**src/rtl/alu_pkg.sv**
```systemverilog
// Shared opcode encodings and control state type for the pipelined ALU.
package alu_pkg;

  localparam logic [3:0] OP_ADD  = 4'd0;
  localparam logic [3:0] OP_SUB  = 4'd1;
  localparam logic [3:0] OP_MUL  = 4'd2;
  localparam logic [3:0] OP_DIV  = 4'd3;
  localparam logic [3:0] OP_SHL  = 4'd4;
  localparam logic [3:0] OP_SHR  = 4'd5;
  localparam logic [3:0] OP_ROL  = 4'd6;
  localparam logic [3:0] OP_ROR  = 4'd7;
  localparam logic [3:0] OP_AND  = 4'd8;
  localparam logic [3:0] OP_OR   = 4'd9;
  localparam logic [3:0] OP_XOR  = 4'd10;
  localparam logic [3:0] OP_NOR  = 4'd11;
  localparam logic [3:0] OP_NAND = 4'd12;
  localparam logic [3:0] OP_XNOR = 4'd13;
  localparam logic [3:0] OP_GT   = 4'd14;
  localparam logic [3:0] OP_EQ   = 4'd15;

  typedef enum logic {
    ST_IDLE = 1'b0,
    ST_DIV  = 1'b1
  } state_t;

endpackage

```
**src/rtl/alu_div_iter.sv**
```systemverilog
// Restoring unsigned divider, one quotient bit per cycle after a start pulse.
// o_done is raised for one cycle once the counter has run down from WIDTH to 0.
module alu_div_iter #(
  parameter int WIDTH = 8,
  parameter int CNT_W = $clog2(WIDTH) + 1
) (
  input  logic             clk,
  input  logic             rst_n,
  input  logic             i_start,
  input  logic [WIDTH-1:0] i_dividend,
  input  logic [WIDTH-1:0] i_divisor,
  output logic             o_busy,
  output logic             o_done,
  output logic [WIDTH-1:0] o_quotient,
  output logic             o_div_zero
);

  logic [WIDTH-1:0] r_quo;
  logic [WIDTH-1:0] r_rem;
  logic [WIDTH-1:0] r_div;
  logic [CNT_W-1:0] r_cnt;
  logic             r_busy;
  logic             r_dz;

  logic [WIDTH:0]   w_rem_sh;
  logic [WIDTH:0]   w_trial;
  logic             w_fits;

  // Dividend bits shift out of the quotient register into the partial remainder.
  always_comb begin
    w_rem_sh = {r_rem, r_quo[WIDTH-1]};
    w_trial  = w_rem_sh - {1'b0, r_div};
    w_fits   = ~w_trial[WIDTH];
  end

  always_ff @(posedge clk or negedge rst_n) begin
    if (!rst_n) begin
      r_quo  <= '0;
      r_rem  <= '0;
      r_div  <= '0;
      r_cnt  <= '0;
      r_busy <= 1'b0;
      r_dz   <= 1'b0;
    end else if (i_start) begin
      r_quo  <= i_dividend;
      r_rem  <= '0;
      r_div  <= i_divisor;
      r_cnt  <= CNT_W'(WIDTH);
      r_busy <= 1'b1;
      r_dz   <= (i_divisor == '0);
    end else if (r_busy) begin
      if (r_cnt != '0) begin
        r_rem <= w_fits ? w_trial[WIDTH-1:0] : w_rem_sh[WIDTH-1:0];
        r_quo <= {r_quo[WIDTH-2:0], w_fits};
        r_cnt <= r_cnt - CNT_W'(1);
      end else begin
        r_busy <= 1'b0;
      end
    end
  end

  assign o_busy     = r_busy;
  assign o_done     = r_busy && (r_cnt == '0);
  assign o_quotient = r_quo;
  assign o_div_zero = r_dz;

endmodule

```
**src/rtl/alu_pipe.sv**
```systemverilog
// Registered ALU with valid/ready handshake and a multi-cycle divide.
// Optional macro ALU_SAT_EN: ADD saturates to all-ones, SUB to zero.
//
// state   | meaning
// ST_IDLE | single-cycle ops accepted, output regs may be draining
// ST_DIV  | divider iterating, no new operation accepted
module alu_pipe
  import alu_pkg::*;
#(
  parameter int WIDTH = 8
) (
  input  logic             clk,
  input  logic             rst_n,
  input  logic             in_valid,
  output logic             in_ready,
  input  logic [WIDTH-1:0] A,
  input  logic [WIDTH-1:0] B,
  input  logic [3:0]       alu_sel,
  output logic             out_valid,
  input  logic             out_ready,
  output logic [WIDTH-1:0] alu_out,
  output logic             carry_out,
  output logic             zero_out,
  output logic             ovf_out
);

  localparam int CNT_W = $clog2(WIDTH) + 1;
  localparam int MSB   = WIDTH - 1;

  state_t r_state, w_state_nxt;

  logic               w_accept;
  logic               w_start_div;
  logic               w_div_busy;
  logic               w_div_done;
  logic               w_div_zero;
  logic [WIDTH-1:0]   w_quo;
  logic               w_load;

  logic [WIDTH:0]     w_sum;
  logic [WIDTH:0]     w_diff;
  logic [2*WIDTH-1:0] w_prod;
  logic [WIDTH-1:0]   w_res;
  logic               w_carry;
  logic               w_ovf;

  logic [WIDTH-1:0]   r_out;
  logic               r_valid;
  logic               r_carry;
  logic               r_zero;
  logic               r_ovf;

  assign in_ready    = (r_state == ST_IDLE) && !w_div_busy && (!r_valid || out_ready);
  assign w_accept    = in_valid && in_ready;
  assign w_start_div = w_accept && (alu_sel == OP_DIV);
  assign w_load      = (w_accept && (alu_sel != OP_DIV)) || w_div_done;

  alu_div_iter #(
    .WIDTH (WIDTH),
    .CNT_W (CNT_W)
  ) u_div (
    .clk        (clk),
    .rst_n      (rst_n),
    .i_start    (w_start_div),
    .i_dividend (A),
    .i_divisor  (B),
    .o_busy     (w_div_busy),
    .o_done     (w_div_done),
    .o_quotient (w_quo),
    .o_div_zero (w_div_zero)
  );

  always_comb begin
    w_sum   = {1'b0, A} + {1'b0, B};
    w_diff  = {1'b0, A} - {1'b0, B};
    w_prod  = {{WIDTH{1'b0}}, A} * {{WIDTH{1'b0}}, B};
    w_res   = '0;
    w_carry = 1'b0;
    w_ovf   = 1'b0;
    case (alu_sel)
      OP_ADD: begin
        w_res   = w_sum[WIDTH-1:0];
        w_carry = w_sum[WIDTH];
        w_ovf   = (A[MSB] == B[MSB]) && (w_sum[MSB] != A[MSB]);
`ifdef ALU_SAT_EN
        if (w_sum[WIDTH]) w_res = '1;
`endif
      end
      OP_SUB: begin
        w_res   = w_diff[WIDTH-1:0];
        w_carry = w_diff[WIDTH];
        w_ovf   = (A[MSB] != B[MSB]) && (w_diff[MSB] != A[MSB]);
`ifdef ALU_SAT_EN
        if (w_diff[WIDTH]) w_res = '0;
`endif
      end
      OP_MUL: begin
        w_res   = w_prod[WIDTH-1:0];
        w_carry = |w_prod[2*WIDTH-1:WIDTH];
      end
      OP_SHL: begin
        w_res   = {A[MSB-1:0], 1'b0};
        w_carry = A[MSB];
      end
      OP_SHR: begin
        w_res   = {1'b0, A[MSB:1]};
        w_carry = A[0];
      end
      OP_ROL:  w_res = {A[MSB-1:0], A[MSB]};
      OP_ROR:  w_res = {A[0], A[MSB:1]};
      OP_AND:  w_res = A & B;
      OP_OR:   w_res = A | B;
      OP_XOR:  w_res = A ^ B;
      OP_NOR:  w_res = ~(A | B);
      OP_NAND: w_res = ~(A & B);
      OP_XNOR: w_res = ~(A ^ B);
      OP_GT:   w_res = {{(WIDTH-1){1'b0}}, (A > B)};
      OP_EQ:   w_res = {{(WIDTH-1){1'b0}}, (A == B)};
      default: w_res = '0;
    endcase
    // Divider completion owns the output path; no accept can coincide with it.
    if (w_div_done) begin
      w_res   = w_div_zero ? '1 : w_quo;
      w_carry = w_div_zero;
      w_ovf   = 1'b0;
    end
  end

  always_ff @(posedge clk or negedge rst_n) begin
    if (!rst_n) begin
      r_out   <= '0;
      r_valid <= 1'b0;
      r_carry <= 1'b0;
      r_zero  <= 1'b0;
      r_ovf   <= 1'b0;
    end else if (w_load) begin
      r_out   <= w_res;
      r_valid <= 1'b1;
      r_carry <= w_carry;
      r_zero  <= (w_res == '0);
      r_ovf   <= w_ovf;
    end else if (out_ready) begin
      r_valid <= 1'b0;
    end
  end

  always_ff @(posedge clk or negedge rst_n) begin
    if (!rst_n) r_state <= ST_IDLE;
    else        r_state <= w_state_nxt;
  end

  always_comb begin
    w_state_nxt = r_state;
    case (r_state)
      ST_IDLE: if (w_start_div) w_state_nxt = ST_DIV;
      ST_DIV:  if (w_div_done)  w_state_nxt = ST_IDLE;
      default: w_state_nxt = ST_IDLE;
    endcase
  end

  assign out_valid = r_valid;
  assign alu_out   = r_out;
  assign carry_out = r_carry;
  assign zero_out  = r_zero;
  assign ovf_out   = r_ovf;

endmodule

```
**config.mk**
```make
export PLATFORM = sky130hd
export DESIGN_NAME = alu_pipe
export DESIGN_NICKNAME = d
export VERILOG_FILES = /design/src/rtl/alu_pkg.sv /design/src/rtl/alu_div_iter.sv /design/src/rtl/alu_pipe.sv
export SDC_FILE = /design/constraint.sdc
export NUM_CORES = 1
export LEC_CHECK = 0
export CAP_MARGIN = 40
export CORE_MARGIN = 2
export CORE_UTILIZATION = 40
export CTS_BUF_LIST = sky130_fd_sc_hd__clkbuf_8
export DETAILED_ROUTE_END_ITERATION = 16
export SETUP_SLACK_MARGIN = 0.3
export SYNTH_ARGS = -nofsm -noshare
export SYNTH_HDL_FRONTEND = slang
export SYNTH_SLANG_ARGS = --single-unit
export TNS_END_PERCENT = 5
```
**constraint.sdc**
```tcl
create_clock -name clk -period 2.6 [get_ports clk]
set_input_delay 0.52 -clock clk [delete_from_list [all_inputs] [get_ports clk]]
set_output_delay 0.52 -clock clk [all_outputs]
set_load 0.005 [all_outputs]
```
# [Yosys cells after proc, flatten, opt, wreduce, memory -nomap -nowiden]
# Index checks and enable logic that the tools add are counted.
[totals] reg_bits=43 latch_bits=0 ramBits=0 mem_bits_ro=0 input_bits=24 output_inout_bits=13 word_cells=94 n_memories=0
[classes] n_addsub=4 mul=1 div_mod_pow=0 order_cmp=1 n_eq_ne=21 n_shift=0 n_mux=25 n_bitwise=8 reduce_logical=22
[ops] op="case mux 8 bit (15 select lines)" count=1
[ops] op="2-to-1 mux 8 bit" count=9
[ops] op="equality test 4 bit (second input constant)" count=8
[ops] op="NOT 8 bit" count=3
[ops] op="equality test 4 x 3 -> 1 bit (second input constant)" count=4
[ops] op="zero test 8 bit" count=2
[ops] op="multiplier 8 x 8 -> 16 bit" count=1
[ops] op="2-to-1 mux 4 bit" count=3
[ops] op="adder 8 x 8 -> 9 bit" count=1
[ops] op="2-to-1 mux 1 bit" count=9
[ops] op="subtractor 8 x 8 -> 9 bit" count=1
[ops] op="subtractor 9 x 8 -> 9 bit" count=1
[ops] op="AND 8 bit" count=1
[ops] op="equality test 4 x 2 -> 1 bit (second input constant)" count=2
[ops] op="equality test 8 bit" count=1
[ops] op="greater-than comparator 8 bit" count=1
[ops] op="logical AND 1 bit" count=8
[ops] op="zero test 4 bit" count=2
[ops] op="OR 8 bit" count=1
[ops] op="OR reduction 8 bit" count=1
[ops] op="bitwise XOR 8 bit" count=1
[ops] op="nonzero test 2 bit" count=3
[ops] op="case mux 1 bit (5 select lines)" count=1
[ops] op="equality test 4 x 1 -> 1 bit (second input constant)" count=1
[ops] op="other kinds (10)" count=16

# [Depth between registers and ports, before layout]
[logic_depth] depth_word=7 depth_mapped=19 ltp_nobuf=18

# [Cells and area by module]
# From an unflattened synthesis, not the netlist that was laid out.
[hier_totals] hier_cells=792 area_unflattened_um2=6495.0
[by_module_without_submodules] mod="alu_pipe" n_inst=1 cells_each=589 area_per_inst_um2=4630.7 seq_area_each_um2=325.3
[by_module_without_submodules] mod="alu_div_iter" n_inst=1 cells_each=203 area_per_inst_um2=1864.3 seq_area_each_um2=750.7

# [Worst setup path after synthesis]
# OpenSTA, ideal clock, no wires.
[synth_timing] path_kind="input to register" from="in B[4]" to="reg r_carry, in the netlist carry_out" setup_ns=0.129 t_arrival_ns=4.524 slack_ns=-2.053 cell_stages=16 path_cell_list="clkbuf_1 nand2_1 fa_1 fa_1 fa_1 fa_1 inv_1 ha_1 a21o_1 a22o_1 nor3_1 nor2_1 a2111oi_0 o2111ai_1 o2111ai_1 nand3_1"
[synth_via] elab_chain_len=4
[synth_lines] item="from (decl)" line="alu_pipe.sv:17" rtl="input logic [WIDTH-1:0] B,"
[synth_lines] item="multiplier 8 x 8 -> 16 bit" line="alu_pipe.sv:76" rtl="w_prod = {{WIDTH{1'b0}}, A} * {{WIDTH{1'b0}}, B};"
[synth_lines] item="OR reduction 8 bit" line="alu_pipe.sv:99" rtl="w_carry = |w_prod[2*WIDTH-1:WIDTH];"
[synth_lines] item="case mux 1 bit (5 select lines) (*)" line="alu_pipe.sv:80" rtl="case (alu_sel)"
[synth_lines] item="2-to-1 mux 1 bit (*)" line="alu_pipe.sv:122" rtl="if (w_div_done) begin"
[synth_lines] item="to (signal assigned)" line="alu_pipe.sv:139" rtl="r_carry <= w_carry;"
[synth_lines] item="to (decl)" line="alu_pipe.sv:49" rtl="logic r_carry;"
# Every way passes the cells marked *; elsewhere a longest branch is shown, timed or not.
# A chain may end at the register's enable or synchronous reset.

# [Worst setup path after layout]
[layout_timing] from="in B[2]" to="reg r_carry, in the netlist carry_out"
# Same word-level chain as after synthesis.

==> metrics.log <==
INFO  metric outcome = finished, violations left
INFO  metric failed_checks = setup timing
INFO  metric yosys.cell_count.top_type = inv_1
INFO  metric cell_internal_pwr = 3.545 mW
INFO  metric grt_pass1_vias = 6515
INFO  metric avgViaCountPerCell = 5.588
INFO  metric timing.fmax = 228.0 MHz
INFO  metric clock-skew-final = 0.007201 ns
INFO  metric grt_use_total = 27.82%
INFO  metric antenna_found_initial = 0
INFO  metric synth_top_area_share = 18.03%
INFO  metric layout-drive-gt1-share = 35.01%
INFO  metric synth_top_area_cell = dfrtp_1
INFO  metric fill_cells = 1350
INFO  metric power.share.switching = 44.40%
INFO  metric timing.critical_path.fanout_max = 4
INFO  metric final-hold-violation-count = 0
INFO  metric rsz0062_at_grt = yes
INFO  metric final_min_period = 4.386 ns
INFO  metric fin_area = 8503 um2
INFO  metric worst_slew_pin_slew = 0.6384 ns
INFO  metric starting_utilization_of_the_core_area = 41.07%
INFO  metric timing.final.max_slew_violations = 0
INFO  metric crit_end = carry_out
INFO  metric num_antenna_cells = 0
INFO  metric power.share.clock = 7.4%
INFO  metric port_buffers = 36
INFO  metric postSynthNetCount = 883
INFO  metric power_density = 749.9 nW/um2
INFO  metric rr_worst_depth = 10
INFO  metric totalWireLength = 22020 um
INFO  metric ios = 37
INFO  metric insertion_delay = 0.30 ns
INFO  metric floorplan.die.height = 126.2 um
INFO  metric syn-mean-instance-area = 7.959 um2
INFO  metric drc = 0
INFO  metric synth.top_cells.by_count = inv_1 (100), nand2_1 (91), nor2_1 (72), ha_1 (70), o21ai_0 (55)
INFO  metric critical_path_class = input port to flop
INFO  metric wire_length_of_the_first_global_routing_pass = 34860 um
INFO  metric core_area = 14530 um2
INFO  metric net-switching-power = 2.831 mW
INFO  metric min-delay-path-class = input port to async pin
INFO  metric power.share.sequential = 18.9%
INFO  metric reg2reg_start = u_div.r_cnt[0]
INFO  metric r2r-end = zero_out
INFO  metric library_cells_used_by_synthesis = 72
INFO  metric clock_tree.buffer_depth = 2
INFO  metric syn-cell-area = 5969 um2
INFO  metric setup.worst_path.end_class = flop
INFO  metric gp_congestion = 0.9924
INFO  metric postSynth.topFlopCell = dfrtp_1
INFO  metric utilization_after_layout = 58.51%
INFO  metric drt-initial-drc-count = 392
INFO  metric numClockSinks = 43
INFO  metric dpl.hpwl = 17950 um
INFO  metric synth-seq-cells = 43
INFO  metric cts.reportedPaths.clkPinSlew = 0.08 ns
INFO  metric antenna_violating_nets_post_route = 0
INFO  metric timing.critical_path.required = 2.84 ns
INFO  metric drv_cap = 0
INFO  metric critical_path.startpoint = B[2]
INFO  metric die_area = 15920 um2
INFO  metric num-nets-final = 1089
INFO  metric grt.overflow.total = 0
INFO  metric area.growth.synth_to_final = 42.44%
INFO  metric min_period_over_period = 168.7%
INFO  metric final.setup.worst_slack = -1.786 ns
INFO  metric wl_per_cell = 19.30 um
INFO  metric max-slew-margin-rel = 56.99%
INFO  metric static-leakage-power = 4.070 nW
INFO  metric synth_edf_count = 0
INFO  metric yosys-top-cells-area = dfrtp_1 (18%), ha_1 (15%), fa_1 (13%)
INFO  metric chipWidth = 126.2 um
INFO  metric combPwrFrac = 73.7%
INFO  metric root_buffer = clkbuf_8
INFO  metric detailroute.via_count = 6376
INFO  metric postSynthCellCount = 750
INFO  metric final.setup.tns = -9.822 ns
INFO  metric detailed_place.area = 7860 um2
INFO  metric report.final.setup_viol = 10
INFO  metric fp-row-count = 44
INFO  metric synth_sequential_area_ratio = 18.03%
INFO  metric yosysWarnings = 0
INFO  metric maximum_number_of_pins_on_one_net_before_global_route_repair = 33
INFO  metric ys_async_sr_fraction = 100.0%
INFO  metric drt-pass1-iter-count = 5
INFO  metric worstSetupStartpointType = input port
INFO  metric ir_worst_vdd = 0.7122 mV
INFO  metric p_total = 6.377 mW
INFO  metric arrival = 4.63 ns
INFO  metric cts_tree = built
INFO  metric cts_buffers = 5
INFO  metric cts_htree_levels = 2
INFO  metric reg2reg_setup_slack = -0.09 ns
==> what timing repair did <==
item	CTS	global route
setup buffers	11	3
pin swaps	43	49
setup endpoints to repair	25	28
cloned	0	0
gates resized for setup	131	64
hold buffers	0	0
==> how the worst min path moves through the flow <==
stage / to / startpoint / slack [ns] / cells past startpoint
2_1_floorplan: alu_out[0] / rst_n / 0.22 / 0
3_3_place_gp: r_state / r_state / 0.47 / 1
3_5_place_dp: alu_out[6] / rst_n / 0.42 / 1
4_1_cts: alu_out[6] / rst_n / 0.09 / 1
5_1_grt: alu_out[6] / rst_n / 0.09 / 1
6_report: alu_out[6] / rst_n / 0.09 / 1
==> routing by layer <==
metal  part of all wire, %  vias to the layer above  wire length [um]  GRT usage, %
met5                     0                        -                 0             0
li1                      -                     3005                 -             -
met4                   3.3                        0               722         8.597
met3                   5.0                       42              1109         3.951
met1                    43                     3128              9387         36.81
met2                    49                      201             10800         47.19
==> placed cells by master, fill, tap and decap left out, types with 10 or more instances in the layout <==
master,instances
buf_4,190
nand2_1,86
inv_1,84
nor2_1,64
ha_1,53
dfrtp_1,43
o21ai_0,40
fa_1,34
clkdlybuf4s50_1,18
a21oi_1,16
inv_2,15
ha_4,13
o21ai_1,12
a31oi_1,11
nor2b_1,10
a22oi_1,10
mux2i_1,10
xnor2_1,10
buf_6,10
==> state kept, by name, indices dropped and copies added, names as in the netlist <==
signal            flops
out_valid             1
u_div.r_div           8
ovf_out               1
u_div.o_busy          1
u_div.o_div_zero      1
carry_out             1
r_state               1
zero_out              1
alu_out               8
u_div.r_cnt           4
u_div.o_quotient      8
u_div.r_rem           8
==> cells by family (layout without fill, tap and decap cells) <==
group | count (synthesis) | in the layout | share of synthesized area, %
adder cells (fa/ha/maj) | 109 | 109 | 27.75
flip-flops | 43 | 43 | 18.03
XOR/XNOR | 21 | 21 | 3.207
buffers and inverters | 138 | 345 | 9.159
AO/OA/AOI/OAI | 187 | 187 | 21.04
multiplexers | 16 | 16 | 2.809
AND/OR/NAND/NOR | 236 | 236 | 18.00
==> cell type report <==
class                           count  area [um2]  share of cell area, %
Multi-Input combinational cell    569        4846                  56.99
Sequential cell                    43        1076                  12.65
Clock buffer                        7       96.34                  1.133
Clock inverter                      1       3.754                0.04414
Inverter                          103       396.6                  4.665
Tap cell                          184       230.2                  2.707
Timing Repair Buffer              234        1854                  21.81
==> worst max-delay path, stage by stage <==
cell       delay, ns
buf_8           0.10
buf_6           0.12
buf_6           0.11
nand2_4         0.04
fa_1            0.44
fa_1            0.54
fa_1            0.43
fa_1            0.51
inv_2           0.05
ha_4            0.24
a21o_1          0.17
a22o_1          0.23
nor3_2          0.19
nor2_2          0.09
buf_4           0.15
o221a_4         0.21
o2111ai_4       0.21
o2111ai_2       0.18
nand3_1         0.10
==> power by group through the flow <==
stage	clock network [mW]	logic (mW)	registers [mW]
2_1_floorplan	0	2.41	1.14
5_1_grt	0.526	5.18	1.24
4_1_cts	0.489	4.31	1.20
3_3_place_gp	0	3.85	1.19
3_5_place_dp	0	3.95	1.20
6_report	0.474	4.70	1.20
==> metrics by stage <==
stage | setup WS, ns | hold WS, ns | std cells
2_1_floorplan | -1.706 | 0.2244 | 750
3_3_place_gp | -2.614 | 0.4673 | 1117
3_5_place_dp | -2.647 | 0.4223 | 1119
4_1_cts | -1.836 | 0.09108 | 1138
5_1_grt | -1.897 | 0.09012 | 1141
6_report | -1.786 | 0.09050 | 1141
Note: power is estimated with default switching activity, not from simulation.
